$ cat src/rtl/lifo_arb.sv
// lifo_arb: round-robin arbiter/sequencer sharing one external LIFO between
// nR requesters. Each requester pushes or pops over a valid/ready handshake,
// at most one transaction is granted per cycle, and popped data returns on a
// registered response channel tagged with the requester index. A requester
// may hold exclusive access across a burst by asserting reqLock.
//
// Build option: define LIFO_ARB_STATS_EN to add the saturating statistics
// counters statPush, statPop and statStall (32 bits each).
module lifo_arb #(
    parameter int bW = 8,
    parameter int nR = 2
) (
    input  logic                  clk,
    input  logic                  rst,
    input  logic [nR-1:0]         reqValid,
    input  logic [nR-1:0]         reqOp,
    input  logic [nR-1:0]         reqLock,
    input  logic [nR*bW-1:0]      reqData,
    output logic [nR-1:0]         reqReady,
    output logic                  rspValid,
    output logic [bW-1:0]         rspData,
    output logic [$clog2(nR)-1:0] rspId,
    output logic                  lifoPush,
    output logic                  lifoPop,
    output logic [bW-1:0]         lifoPushData,
    input  logic                  lifoFull,
    input  logic                  lifoEmpty,
    input  logic [bW-1:0]         lifoPopData
`ifdef LIFO_ARB_STATS_EN
    ,
    output logic [31:0]           statPush,
    output logic [31:0]           statPop,
    output logic [31:0]           statStall
`endif
);

    localparam int IW = $clog2(nR);

    typedef enum logic {
        ST_IDLE   = 1'b0,
        ST_LOCKED = 1'b1
    } state_t;

    state_t          r_state;
    logic [IW-1:0]   r_owner;
    logic [IW-1:0]   r_rr_ptr;
    logic            r_rsp_valid;
    logic [bW-1:0]   r_rsp_data;
    logic [IW-1:0]   r_rsp_id;

    logic [nR-1:0]   w_elig;
    logic            w_grant;
    logic [IW-1:0]   w_gidx;
    logic            w_glock;
    int              w_target;

    // Per-requester eligibility: valid, the LIFO can take the operation, and
    // (while locked) the requester owns the lock.
    always_comb begin
        // NOTE: every always_comb output gets a default before any branch,
        // so no path leaves it unassigned and no latch is inferred.
        w_elig = '0;
        for (int i = 0; i < nR; i++) begin
            w_elig[i] = reqValid[i] && (reqOp[i] ? !lifoEmpty : !lifoFull);
            if (r_state == ST_LOCKED && r_owner != IW'(i)) begin
                w_elig[i] = 1'b0;
            end
        end
    end

    // Cyclic search for the first eligible requester at or after the pointer.
    always_comb begin
        w_grant  = 1'b0;
        w_gidx   = '0;
        w_target = 0;
        for (int k = 0; k < nR; k++) begin
            w_target = int'(r_rr_ptr) + k;
            if (w_target >= nR) begin
                w_target = w_target - nR;
            end
            for (int i = 0; i < nR; i++) begin
                if (!w_grant && i == w_target && w_elig[i]) begin
                    w_grant = 1'b1;
                    w_gidx  = IW'(i);
                end
            end
        end
    end

    // Drive the handshake and the LIFO port for the winner; all quiet in reset.
    always_comb begin
        reqReady     = '0;
        lifoPush     = 1'b0;
        lifoPop      = 1'b0;
        lifoPushData = '0;
        w_glock      = 1'b0;
        if (rst && w_grant) begin
            for (int i = 0; i < nR; i++) begin
                if (w_gidx == IW'(i)) begin
                    reqReady[i]  = 1'b1;
                    lifoPush     = !reqOp[i];
                    lifoPop      = reqOp[i];
                    lifoPushData = reqOp[i] ? '0 : reqData[i*bW +: bW];
                    w_glock      = reqLock[i];
                end
            end
        end
    end

    // Lock FSM, round-robin pointer and registered pop response.
    always_ff @(posedge clk) begin
        // NOTE: state registers use non-blocking assignments so every register
        // in this block sees the pre-edge values of the others.
        if (!rst) begin
            r_state     <= ST_IDLE;
            r_owner     <= '0;
            r_rr_ptr    <= '0;
            r_rsp_valid <= 1'b0;
            r_rsp_data  <= '0;
            r_rsp_id    <= '0;
        end else begin
            r_rsp_valid <= lifoPop;
            if (lifoPop) begin
                r_rsp_data <= lifoPopData;
                r_rsp_id   <= w_gidx;
            end
            if (w_grant) begin
                r_rr_ptr <= (w_gidx == IW'(nR - 1)) ? '0 : w_gidx + 1'b1;
                case (r_state)
                    ST_IDLE: begin
                        if (w_glock) begin
                            r_state <= ST_LOCKED;
                            r_owner <= w_gidx;
                        end
                    end
                    ST_LOCKED: begin
                        // Only the owner can win here, so its reqLock decides.
                        if (!w_glock) begin
                            r_state <= ST_IDLE;
                        end
                    end
                    default: r_state <= ST_IDLE;
                endcase
            end
        end
    end

    assign rspValid = r_rsp_valid;
    assign rspData  = r_rsp_data;
    assign rspId    = r_rsp_id;

`ifdef LIFO_ARB_STATS_EN
    logic [31:0] r_stat_push;
    logic [31:0] r_stat_pop;
    logic [31:0] r_stat_stall;

    // Saturating activity counters: granted pushes, granted pops, stalled cycles.
    always_ff @(posedge clk) begin
        if (!rst) begin
            r_stat_push  <= '0;
            r_stat_pop   <= '0;
            r_stat_stall <= '0;
        end else begin
            if (lifoPush && r_stat_push != 32'hFFFF_FFFF) begin
                r_stat_push <= r_stat_push + 32'd1;
            end
            if (lifoPop && r_stat_pop != 32'hFFFF_FFFF) begin
                r_stat_pop <= r_stat_pop + 32'd1;
            end
            if ((|reqValid) && !w_grant && r_stat_stall != 32'hFFFF_FFFF) begin
                r_stat_stall <= r_stat_stall + 32'd1;
            end
        end
    end

    assign statPush  = r_stat_push;
    assign statPop   = r_stat_pop;
    assign statStall = r_stat_stall;
`endif

endmodule

$ cat config.mk
export PLATFORM = sky130hd
export DESIGN_NAME = lifo_arb
export DESIGN_NICKNAME = d
export VERILOG_FILES = /design/src/rtl/lifo_arb.sv
export SDC_FILE = /design/constraint.sdc
export NUM_CORES = 1
export LEC_CHECK = 0
export ABC_CLOCK_PERIOD_IN_PS = 4200
export BUFFER_PORTS_ARGS = -buffer_cell sky130_fd_sc_hd__buf_2
export CAP_MARGIN = 0
export CORE_MARGIN = 2
export CORE_UTILIZATION = 44
export CTS_BUF_LIST = sky130_fd_sc_hd__clkbuf_16
export CTS_CLUSTER_SIZE = 24
export DETAILED_ROUTE_END_ITERATION = 6
export PLACE_DENSITY = 0.8
export SYNTH_ARGS = -nofsm -noshare
export SYNTH_HDL_FRONTEND = slang
export SYNTH_SLANG_ARGS = --single-unit
$ cat constraint.sdc
create_clock -name clk -period 4.2 [get_ports clk]
set_input_delay 1.05 -clock clk [delete_from_list [all_inputs] [get_ports clk]]
set_output_delay 1.05 -clock clk [all_outputs]
set_load 0.02 [all_outputs]
# Word-level counts from Yosys, hierarchy flattened
# Cells that the tools add are included.
# Widths: inputs -> output; s select.
word_totals:
  out_inout_bits: 22
  in_bits: 34
  regBits: 13
classes:
  add_sub_neg: 4
  bitwise_logic: 2
  n_eq_ne: 2
  n_lt_le_gt_ge: 2
  n_mux: 28
  n_reduce_logical: 22
ops:
  columns: ["cell", "count"]
  rows:
  - ["$eq 2x32->1 const A", 2]
  - ["$logic_not 32->1", 2]
  - ["$mux 32", 2]
  - ["$mux 8", 4]
  - ["$mux 1", 21]
  - ["$logic_and 1x1->1", 12]
  - ["$logic_not 1->1", 7]
  - ["$reduce_and 3->1", 1]
  - ["$sub 1x2->3 const B", 1]
  - ["$sub 2x2->3 const B", 1]
  - ["$add 1x1->2 const B", 1]
  - ["$ge 1x2->1 const B", 1]
  - ["$ge 2x2->1 const B", 1]
  - ["$mux 2", 1]
  - ["$not 1->1", 2]
  - ["$add 1x1->1 const B", 1]

# Longest topological paths before layout
# Gate-level depths: netlist (run 1).
depth:
  depth_word: 21
  ltp_mapped: 6
  mapped_depth_nobuf: 4

# Worst setup path before layout (run 1)
# OpenSTA, ideal clock, no wires.
synth_timing:
  kind: "input port to output port"
  from: "input reqValid[0]"
  to: "output lifoPush"
  path_buffers: 0
  t_required_ns: 3.150
  slack_ns: 0.838
  t_arrival_ns: 2.312
  cell_stages: 4
  cell_sequence: "a21bo_4 a211o_4 or3b_1 a21oi_1"
synth_between:
  elab_chain_len: 18
synth_lines:
  columns: ["element", "line_no", "text"]
  rows:
  - ["from (decl)", "15", "input logic [nR-1:0] reqValid,"]
  - ["$logic_and 1x1->1 *", "64", "w_elig[i] = reqValid[i] && (reqOp[i] ? !lifoEmpty : !lifoFull);"]
  - ["$mux 1 *", "65", "if (r_state == ST_LOCKED && r_owner != IW'(i)) begin"]
  - ["$logic_and 1x1->1", "82", "if (!w_grant && i == w_target && w_elig[i]) begin"]
  - ["$mux 1", "82", null]
  - ["$logic_not 1->1", "82", null]
  - ["$logic_and 1x1->1 (2 in series)", "82", null]
  - ["$mux 1", "82", null]
  - ["$logic_not 1->1", "82", null]
  - ["$logic_and 1x1->1 (2 in series)", "82", null]
  - ["$mux 1", "82", null]
  - ["$logic_not 1->1", "82", null]
  - ["$logic_and 1x1->1 (2 in series)", "82", null]
  - ["$mux 1", "82", null]
  - ["$mux 1 / $logic_and 1x1->1 (equally long branches)", "99, 97", null]
  - ["$mux 1 *", "97", "if (rst && w_grant) begin"]
  - ["to (decl)", "23", "output logic lifoPush,"]
# Mark *: on every way between the ends. The rest lies on a longest branch, timed or not.

# Worst setup path after layout (run 1)
layout_timing:
  from: "input reqOp[1]"
  to: "output lifoPushData[0]"
layout_between:
  elab_chain_len: 15
layout_lines:
  columns: ["element", "line_no", "text"]
  rows:
  - ["from (decl)", "16", "input logic [nR-1:0] reqOp,"]
  - ["$mux 1", "64", null]
  - ["$logic_and 1x1->1", "64", null]
  - ["$mux 1", "65", null]
  - ["$logic_and 1x1->1", "82", null]
  - ["$mux 1", "82", null]
  - ["$logic_not 1->1", "82", null]
  - ["$logic_and 1x1->1 (2 in series)", "82", null]
  - ["$mux 1", "82", null]
  - ["$logic_not 1->1", "82", null]
  - ["$logic_and 1x1->1 (2 in series)", "82", null]
  - ["$mux 1", "82", null]
  - ["$mux 8 / $logic_and 1x1->1 (equally long branches)", "99, 97", null]
  - ["$mux 8 *", "97", null]
  - ["to (decl)", "25", "output logic [bW-1:0] lifoPushData,"]
# Marks and branches as above.

==> reports/metrics.csv, run 1 <==
stage,metric,value,unit
status,outcome,completed,
final_layout,seqCellArea,260,sq um
final_layout,antennaDiodeCount,0,
clock_tree,clk_path_buf_depth,2,
route,drc,0,
yosys,synth_ff_type,dfxtp_1,
clock_tree,clock-sinks,13,
clock_tree,cts_tree,built,
min_path,min_path_cells,2,
yosys,synth_area_leaders,"dfxtp_1 (31%), mux2i_1 (9.4%), a22o_1 (8.2%)",
route,post_drt_via_cell_ratio,5.08,
die,fp.dieArea,2300,sq um
final_layout,drive_gt1_share,45.9,%
clock_tree,postCtsHoldBufs,0,
critical_path,reg2reg_depth,4,
global_routing,antenna_found_initial,0,
critical_path,path_cells,buf_2 > mux2i_2 > nand3_1 > nor4_4 > a22o_1 > buf_2,
yosys,synth_top_area_share,30.5,%
clock_tree,path_clk_slew,40,ps
clock_tree,cts-root-buf,clkbuf_16,
critical_path,crit_type,input port to primary output,
die,num_rows,15,
critical_path,cp_slowest_cell,nor4_4,
critical_path,r2r-end,rspId,
die,die_x,48.0,um
route,drt_iter0_drc,15,
critical_path,reg2reg_from,r_owner,
final_layout,nets,183,
clock_tree,h-tree-depth,1,
die,num_io_pins,56,
final_layout,multiInputGateArea,520,sq um
critical_path,start_kind,input port,
critical_path,path_delay_family,simple AND/OR/NAND/NOR gates,
yosys,synth_edf_count,0,
die,die_h,48.0,um
critical_path,critPathMaxStageDelay,470,ps
global_routing,grt_pass1_wl,3150,um
critical_path,path_buf_inv,2,
clock_tree,cts_resized,0,
yosys,synth_xor_area_share,0,%
yosys,synth.most_common_cell,dfxtp_1,
min_path,min_path_type,flop to flop,
sta,fin_crit_sh,87.1,%
route,drtPass1Iterations,4,
sta,final-max-slew-violation-count,0,
critical_path,r2r_slack,2500,ps
sta,hold_viol,0,
yosys,synth_fa_ha_area_share,0,%
clock_tree,cts_buffers,3,
sta,min_period,3660,ps
route,dr_total_vias,878,
yosys,synth_fp_nets,126,
yosys,ys_seq_area_share,30.5,%
place,place.port_buffers,55,
yosys,ys_types,36,
global_routing,grt_pass1_vias,736,
critical_path,path_max_fanout,8,
final_layout,fillers,154,
sta,clock.fmax,0.273,GHz
die,core_area,1780,sq um
critical_path,crit_top_cell,buf_2,
clock_tree,clock_latency,240,ps
final_layout,final_util,68.1,%
yosys,synth_simple_gate_area_share,24.1,%
critical_path,required,3150,ps
place,gp_congestion,0.905,
critical_path,path_depth,6,
yosys,synth_cells,92,
power,peakVddDrop,0.293,mV
yosys,synth_common_cells,"dfxtp_1 (13), nand2_1 (12), inv_1 (11)",
sta,setup_viol,0,
route,wire_per_inst,13.3,um
sta,finalClockSkew,1.33,ps
place,place_hpwl,1800,um
route,wl,2290,um
yosys,synth_compound_area_share,26.0,%
clock_tree,post_cts_buffers,0,
yosys,synthArstFlopShare,0,%
critical_path,critPathArrivalTime,2610,ps
sta,fin_tns_setup,0,ps
sta,rsz0062_at_grt,false,
critical_path,end_kind,primary output,
sta,tightest_slew,685,ps
run,cap_violations,0,
route,ant_nets,0,
die,floorplan.initialDensity,47.8,%
global_routing,grt_max_degree,16,
sta,maxSlewHeadroom,54.2,%
yosys,syn_area,852,sq um
min_path,hold_path_end,rspData[0],
final_layout,area_growth,42.6,%
global_routing,grt_overflow,0,
global_routing,grt_usage,19.9,%
yosys,synth_top_family_by_area,compound AO/OA/AOI/OAI gates,
min_path,hold_start,rspData[0],
yosys,synth_warnings,0,
yosys,synth_seq_cells,13,
yosys,synth_area_per_cell,9.26,sq um
power,power_density,335,nW/um^2
yosys,yosys.area.top_type,dfxtp_1,
yosys,muxShareOfSynthArea,11.0,%
power,power_leakage,0.677,nW
-- state kept, by name (all words and copies together) (netlist names) --
register  flops
rspValid      1
r_rr_ptr      1
r_state       1
rspData       8
rspId         1
r_owner       1
-- worst max-delay path by stage --
| stage | slack, ps | from | to |
|---|---|---|---|
| after floorplan | 840 | reqValid[0] | lifoPush |
| after global placement | 650 | reqOp[1] | lifoPushData[0] |
| after detailed placement | 560 | reqOp[1] | lifoPushData[0] |
| after CTS | 560 | reqOp[1] | lifoPushData[0] |
| after global routing | 440 | reqOp[1] | lifoPushData[0] |
| final | 540 | reqOp[1] | lifoPushData[0] |
-- logic make-up after synthesis --
kind of cell,Yosys count
DFF,13
muxes,9
buffers and inverters,16
AOI/OAI and AO/OA,22
and+or+nand+nor,32
-- cell usage in the layout (no fill, tap or decap), types with 2 or more instances in the layout --
| cell | count |
|---|---|
| a21oi_1 | 3 |
| a22o_1 | 8 |
| a311oi_1 | 2 |
| buf_2 | 55 |
| clkbuf_16 | 3 |
| dfxtp_1 | 13 |
| inv_1 | 12 |
| inv_2 | 2 |
| mux2i_1 | 8 |
| nand2_1 | 12 |
| nand2b_1 | 4 |
| nand4_1 | 2 |
| nor3_1 | 2 |
-- cell type report --
class | instances | share of cell area, %
clock buffer | 3 | 6.18
clock inverter | 1 | 0.309
inverter | 13 | 4.02
sequential | 13 | 21.4
tap | 25 | 2.57
multi-input combinational | 63 | 42.8
timing repair buffer | 55 | 22.7
-- where the power goes --
group / switching, mW / total (mW) / internal, mW
Combinational: 0.0516 / 0.0908 / 0.0392
Clock: 0.0517 / 0.177 / 0.125
Sequential: 0.00605 / 0.139 / 0.133
Total: 0.109 / 0.407 / 0.297
-- worst reg2reg max path, stage by stage (launching register included) --
cell and delay [ps]:
dfxtp_1 340, nand2b_1 220, a311oi_1 360, o211ai_2 350
a31o_1 320
-- stage by stage --
| step | hold WS, ps | setup WS [ps] | std cells | power, mW | area, sq um |
|---|---|---|---|---|---|
| CTS | 460 | 555 | 173 | 0.411 | 1210 |
| global placement | 443 | 654 | 169 | 0.229 | 1140 |
| finish | 457 | 540 | 173 | 0.407 | 1210 |
| floorplan | 480 | 838 | 92 | 0.196 | 852 |
| detailed placement | 453 | 559 | 169 | 0.231 | 1140 |
| global route | 471 | 437 | 173 | 0.423 | 1210 |
-- per-layer routing --
layer / part of all wire, % / track usage, % / up-vias / wire length (um)
met3: 5.3 / 5.66 / 4 / 122
met1: 42 / 23.9 / 398 / 971
met2: 51 / 33.3 / 29 / 1180
met5: 0 / 0 / - / 0
li1: - / - / 447 / -
met4: 0.92 / 7.57 / 0 / 21
(Power assumes the default switching activity.)
==> run 2, diff against run 1 <==
--- a/config.mk
+++ b/config.mk
@@ -5,11 +5,12 @@
 export SDC_FILE = /design/constraint.sdc
 export NUM_CORES = 1
 export LEC_CHECK = 0
+export ABC_AREA = 1
 export ABC_CLOCK_PERIOD_IN_PS = 4200
 export BUFFER_PORTS_ARGS = -buffer_cell sky130_fd_sc_hd__buf_2
 export CAP_MARGIN = 0
 export CORE_MARGIN = 2
-export CORE_UTILIZATION = 44
+export CORE_UTILIZATION = 43
 export CTS_BUF_LIST = sky130_fd_sc_hd__clkbuf_16
 export CTS_CLUSTER_SIZE = 24
 export DETAILED_ROUTE_END_ITERATION = 6
==> run 2 against run 1 <==
Utilization is 0.31 points lower. Clock power hardly changed. Clock skew is 0.71 ps lower. Sequential cell count is the same. Area after synthesis down 6.9%. Critical path depth is 4 higher. Largest power group unchanged.
==> reports/metrics.csv, run 2 <==
stage,metric,value,unit,change
status,outcome,completed,,
clock_tree,h-tree-depth,1,,unchanged
route,ant_nets,0,,unchanged
yosys,synth_seq_cells,13,,unchanged
yosys,synth_area_per_cell,6.50,sq um,-30%
critical_path,end_kind,primary output,,
die,die_h,47.0,um,-2.2%
sta,min_period,3330,ps,-328 ps
yosys,ys_types,20,,-44%
die,fp.dieArea,2200,sq um,-4.3%
route,dr_total_vias,965,,+9.9%
critical_path,critPathMaxStageDelay,190,ps,-280 ps
yosys,yosys.area.top_type,dfxtp_1,,
power,peakVddDrop,0.247,mV,-16%
final_layout,area_growth,47.6,%,
yosys,ys_seq_area_share,32.8,%,+2.3 points
route,drtPass1Iterations,4,,unchanged
clock_tree,cts_resized,0,,unchanged
yosys,synth_area_leaders,"dfxtp_1 (33%), nand2_1 (19%), nand3_1 (13%)",,
yosys,synth_warnings,0,,unchanged
sta,final-max-slew-violation-count,0,,unchanged
route,post_drt_via_cell_ratio,4.73,,-6.8%
min_path,min_path_type,flop to flop,,
yosys,synth_top_area_share,32.8,%,+2.3 points
clock_tree,cts-root-buf,clkbuf_16,,
final_layout,final_common_cell,buf_2,,
sta,maxSlewHeadroom,75.6,%,+21 points
clock_tree,post_cts_buffers,0,,unchanged
clock_tree,cts_buffers,3,,unchanged
critical_path,path_delay_family,simple AND/OR/NAND/NOR gates,,
final_layout,fillers,172,,+12%
yosys,synth_fp_nets,156,,+24%
power,power_leakage,0.694,nW,+2.5%
sta,finalClockSkew,0.620,ps,-0.709 ps
critical_path,path_cells,buf_2 > inv_2 > nand2_1 > nand2_1 > nor2_1 > nor2_2 > nor2_4 > nand2_2 > o21ai_0 > buf_2,,
yosys,synth_cells,122,,+33%
critical_path,start_kind,input port,,
clock_tree,clk_path_buf_depth,2,,unchanged
final_layout,multiInputGateArea,464,sq um,-11%
place,placed_area,1090,sq um,-3.9%
final_layout,seqCellArea,260,sq um,unchanged
critical_path,cp_slowest_cell,nor2_1,,
die,num_rows,15,,unchanged
sta,setup_viol,0,,unchanged
yosys,synth.most_common_cell,nand2_1,,
final_layout,largest_register_ffs,8,,unchanged
yosys,synth_edf_count,0,,unchanged
route,drc,0,,unchanged
place,gp_congestion,0.803,,-11%
die,floorplan.initialDensity,45.9,%,-1.8 points
sta,rsz0062_at_grt,false,,
final_layout,antennaDiodeCount,0,,unchanged
critical_path,required,3150,ps,about the same
global_routing,grt_overflow,0,,unchanged
global_routing,grt_usage,20.5,%,+0.66 points
clock_tree,cts_tree,built,,
sta,fin_tns_setup,0,ps,unchanged
run,cap_violations,0,,unchanged
route,wire_per_inst,10.1,um,-24%
power,power_density,351,nW/um^2,+5.0%
clock_tree,clock_latency,240,ps,about the same
clock_tree,postCtsHoldBufs,0,,unchanged
die,core_area,1730,sq um,-3.2%
critical_path,critPathArrivalTime,2280,ps,-330 ps
critical_path,path_buf_inv,3,,+1
sta,hold_viol,0,,unchanged
place,place.port_buffers,55,,unchanged
final_layout,nets,214,,+17%
yosys,syn_area,793,sq um,-6.9%
yosys,synth_common_cells,"nand2_1 (40), nand3_1 (21), dfxtp_1 (13)",,
route,wl,2060,um,-10%
global_routing,grt_pass1_wl,3270,um,+3.7%
die,num_io_pins,56,,unchanged
sta,hold_ws,462,ps,+5.89 ps
critical_path,path_max_fanout,10,,+2
global_routing,grt_max_degree,23,,+7
global_routing,grt_pass1_vias,820,,+11%
sta,tightest_slew,367,ps,-318 ps
sta,fin_crit_sh,79.3,%,-7.8 points
yosys,synth_ff_type,dfxtp_1,,
clock_tree,path_clk_slew,40,ps,about the same
sta,clock.fmax,0.300,GHz,+9.8%
die,die_x,47.0,um,-2.2%
global_routing,antenna_found_initial,0,,unchanged
power,design_power_total,411,uW,+1.2%
clock_tree,clock-sinks,13,,unchanged
place,place_hpwl,1630,um,-9.9%
yosys,synthArstFlopShare,0,%,unchanged
final_layout,final_area,1170,sq um,-3.6%
route,drt_iter0_drc,6,,-9
final_layout,layout_common_cells,"buf_2 (55), nand2_1 (40), nand3_1 (21)",,
critical_path,crit_type,input port to primary output,,
final_layout,drive_gt1_share,40.8,%,-5.2 points
run 2: cell types whose count changed after synthesis, moves of 4 or more:
cell	previous run	this run
mux2i_1	8	0
a22o_1	8	0
nand3_1	1	21
o21ai_0	0	9
nand2_1	12	40
nand2b_1	4	0
run 2: kinds of logic (layout without fill, tap and decap cells):
family	after synthesis	in the layout	share of synthesized area, %
AOI/OAI and AO/OA	13	13	9.31
DFF	13	13	32.8
buffers and inverters	17	74	8.68
and+or+nand+nor	79	79	49.2
run 2: area by class of cell:
| class | count | share of cell area [%] |
|---|---|---|
| Clock buffer | 3 | 6.41 |
| Clock inverter | 1 | 0.321 |
| Inverter | 15 | 5.24 |
| Multi-Input combinational cell | 92 | 39.6 |
| Sequential cell | 13 | 22.2 |
| Tap cell | 25 | 2.67 |
| Timing Repair Buffer | 55 | 23.5 |
run 2: layer usage:
layer / wire, um / part of all wire (%) / GRT usage (%) / vias to the layer above
met5: 0 / 0 / 0 / -
met4: 17 / 0.82 / 5.00 / 0
met3: 107 / 5.2 / 4.62 / 3
met2: 1070 / 52 / 37.8 / 30
met1: 867 / 42 / 23.9 / 425
li1: - / - / - / 507
run 2: worst register-to-register path: stages, from the launching register on:
cell	delay (ps)
dfxtp_1	340
inv_1	60
nand2_1	50
nand2_1	110
nor2_8	170
nand2_4	90
nand2_1	80
nand2_2	80
nand2_4	140
inv_6	70
nor2_2	90
nor2_2	40
run 2: final timing paths:
kind / startpoint / endpoint / slack [ps] / depth (start not counted)
min reg2reg: rspData[5] / rspData[5] / 460 / 2
max reg2reg: r_owner / rspId / 2770 / 11
max: reqOp[0] / lifoPushData[1] / 870 / 10
min: rspData[5] / rspData[5] / 460 / 2
run 2: metrics by stage:
| stage | utilization (%) | setup WS [ps] | std cells |
|---|---|---|---|
| after floorplan | - | 972 | 122 |
| after global placement | 63.3 | 937 | 200 |
| after detailed placement | 63.3 | 871 | 200 |
| after CTS | 67.8 | 855 | 204 |
| after global routing | 67.8 | 687 | 204 |
| final | 67.8 | 868 | 204 |
run 2: power breakdown:
part | leakage, nW | switching, mW | internal [mW]
clock | 0.0423 | 0.0500 | 0.125
sequential | 0.106 | 0.00476 | 0.133
combinational | 0.546 | 0.0623 | 0.0357
==> run 3, diff against run 2 <==
--- a/config.mk
+++ b/config.mk
@@ -6,15 +6,15 @@
 export NUM_CORES = 1
 export LEC_CHECK = 0
 export ABC_AREA = 1
-export ABC_CLOCK_PERIOD_IN_PS = 4200
+export ABC_CLOCK_PERIOD_IN_PS = 3050
 export BUFFER_PORTS_ARGS = -buffer_cell sky130_fd_sc_hd__buf_2
 export CAP_MARGIN = 0
 export CORE_MARGIN = 2
-export CORE_UTILIZATION = 43
+export CORE_UTILIZATION = 36
 export CTS_BUF_LIST = sky130_fd_sc_hd__clkbuf_16
 export CTS_CLUSTER_SIZE = 24
 export DETAILED_ROUTE_END_ITERATION = 6
-export PLACE_DENSITY = 0.8
+export PLACE_DENSITY = 0.72
 export SYNTH_ARGS = -nofsm -noshare
 export SYNTH_HDL_FRONTEND = slang
 export SYNTH_SLANG_ARGS = --single-unit
==> constraint.sdc (replaced) <==
create_clock -name clk -period 3.05 [get_ports clk]
set_input_delay 0.7625 -clock clk [delete_from_list [all_inputs] [get_ports clk]]
set_output_delay 0.7625 -clock clk [all_outputs]
set_load 0.02 [all_outputs]
==> run 3 against run 2 <==
Utilization shrank 9.4 points. Via count up 2.0%. Final cell count rose by 1.5%. Non-clock buffer count rose by 1. Cell area grew 0.85%. Count of clock-buffer cells in the layout stayed put. Clock power is 38% higher. First-iteration DRC count grew to 4.0 times the previous value. Routed wire length rose by 3.8%. Register-to-register slack worse by 1200 ps. Setup slack lost 580 ps. Clock skew rose by 3.9 ps.
==> reports/metrics.csv, run 3 (synthesized netlist as in run 2, its figures left out) <==
stage,metric,value,unit,change
die,core_area,2020,sq um,+17%
critical_path,reg2reg_from,r_owner,,
global_routing,grt_max_degree,22,,-4.3%
critical_path,cp_slowest_cell,o21ai_0,,
sta,final-max-slew-violation-count,0,,unchanged
place,gp_congestion,0.785,,-2.2%
power,p_clk_share,42.6,%,about the same
sta,maxSlewHeadroom,84.3,%,+8.8 points
place,place_hpwl,1680,um,+3.6%
power,design_power_total,568,uW,+38%
sta,fin_tns_setup,0,ps,unchanged
route,post_drt_via_cell_ratio,4.75,,+0.49%
critical_path,r2r-end,rspId,,
critical_path,reg2reg_depth,11,,unchanged
global_routing,grt_pass1_wl,3530,um,+8.0%
route,dr_total_vias,984,,+2.0%
min_path,min_path_cells,2,,unchanged
clock_tree,clock_latency,240,ps,about the same
power,p_comb_share,23.9,%,about the same
place,placedCellCount,203,,+1.5%
place,place.port_buffers,55,,unchanged
clock_tree,cts_resized,0,,unchanged
power,peakVddDrop,0.341,mV,+38%
final_layout,final_util,58.4,%,-9.4 points
min_path,hold_path_end,rspData[3],,
final_layout,area_growth,48.9,%,
die,fp.dieArea,2590,sq um,+18%
global_routing,grt_pass1_vias,856,,+4.4%
global_routing,grt_usage,17.7,%,-2.9 points
global_routing,antenna_found_initial,0,,unchanged
sta,tightest_slew,235,ps,-132 ps
final_layout,antennaDiodeCount,0,,unchanged
power,swShare,28.5,%,+0.078 points
clock_tree,h-tree-depth,1,,unchanged
sta,min_period,2760,ps,
global_routing,grt_overflow,0,,unchanged
sta,fin_crit_sh,90.5,%,
critical_path,critPathMaxStageDelay,190,ps,about the same
critical_path,critPathArrivalTime,2000,ps,-280 ps
die,die_h,50.9,um,+8.5%
clock_tree,cts_tree,built,,
final_layout,nets,215,,+0.47%
die,num_io_pins,56,,unchanged
critical_path,end_kind,primary output,,
sta,hold_ws,461,ps,-1.71 ps
final_layout,drive_gt1_share,41.1,%,+0.33 points
final_layout,final_cells,207,,+1.5%
status,outcome,completed,,
place,place_ws,302,ps,-569 ps
place,placed_area,1100,sq um,+0.92%
route,drtPass1Iterations,4,,unchanged
power,power_switching,162,uW,+39%
clock_tree,post_cts_buffers,0,,unchanged
route,ant_nets,0,,unchanged
critical_path,path_cells,buf_2 > inv_2 > nand2_1 > nand2_2 > nor2_8 > nor2_2 > nor2_4 > nand2_2 > o21ai_0 > buf_2,,
power,power_frac_seq,33.4,%,-0.2 points
route,wl,2140,um,+3.8%
final_layout,final_area,1180,sq um,+0.85%
clock_tree,cts-root-buf,clkbuf_16,,
sta,finalClockSkew,4.56,ps,+3.93 ps
critical_path,crit_type,input port to primary output,,
critical_path,r2r_slack,1620,ps,-1150 ps
clock_tree,clock-sinks,13,,unchanged
run,cap_violations,0,,unchanged
final_layout,layout_common_cells,"buf_2 (55), nand2_1 (40), nand3_1 (21)",,
power,internal_power,406,uW,+38%
critical_path,path_delay_family,simple AND/OR/NAND/NOR gates,,
sta,rsz0062_at_grt,false,,
sta,fin_ws,291,ps,-577 ps
critical_path,required,2290,ps,-860 ps
die,num_rows,16,,+1
min_path,hold_start,rspData[3],,
critical_path,path_max_fanout,10,,unchanged
die,die_x,50.9,um,+8.5%
sta,hold_viol,0,,unchanged
clock_tree,cts_buffers,3,,unchanged
route,wire_per_inst,10.4,um,+2.3%
final_layout,fillers,205,,+19%
route,drc,0,,unchanged
critical_path,path_buf_inv,3,,unchanged
clock_tree,postCtsHoldBufs,0,,unchanged
sta,setup_viol,0,,unchanged
sta,clock.fmax,0.362,GHz,
final_layout,largest_register_ffs,8,,unchanged
critical_path,start_kind,input port,,
clock_tree,path_clk_slew,50,ps,about the same
clock_tree,clk_path_buf_depth,2,,unchanged
min_path,min_path_type,flop to flop,,
final_layout,final_common_cell,buf_2,,
route,drt_iter0_drc,24,,+18
power,power_density,481,nW/um^2,+37%
power,power_leakage,0.699,nW,+0.69%
die,floorplan.initialDensity,39.2,%,-6.7 points
## run 3: worst max-delay path by stage
stage,start,endpoint,depth (start not counted)
floorplan,reqOp[0],lifoPushData[0],8
global placement,reqOp[0],lifoPushData[3],10
detailed placement,reqOp[1],lifoPushData[3],10
CTS,reqOp[1],lifoPushData[3],10
global route,reqOp[0],lifoPushData[3],10
finish,reqOp[1],lifoPushData[3],10
## run 3: tightest hold or removal path: stages (launching register included)
cell and delay [ps]:
dfxtp_1 300, nand3_1 70, nand2_1 40
## run 3: layout make-up
type,instances,area (sq um),share of cell area [%]
clock buffers,3,75.1,6.36
clock inverters,1,3.75,0.318
inverters,15,61.3,5.19
multi-input cells,92,464,39.3
flip-flops and latches,13,260,22.0
well taps,27,33.8,2.86
repair buffers,56,283,23.9
## run 3: routing by layer
| metal | routed length (um) | GRT usage (%) |
|---|---|---|
| met5 | 0 | 0 |
| met4 | 36 | 5.41 |
| met3 | 129 | 5.56 |
| met2 | 1060 | 30.3 |
| met1 | 917 | 20.9 |
## run 3: power groups by stage
stage | clock network (mW) | registers [mW] | logic (mW)
final | 0.242 | 0.190 | 0.136
after detailed placement | 0 | 0.193 | 0.136
after global placement | 0 | 0.193 | 0.134
after CTS | 0.247 | 0.190 | 0.137
after floorplan | 0 | 0.204 | 0.0728
after global routing | 0.260 | 0.191 | 0.150
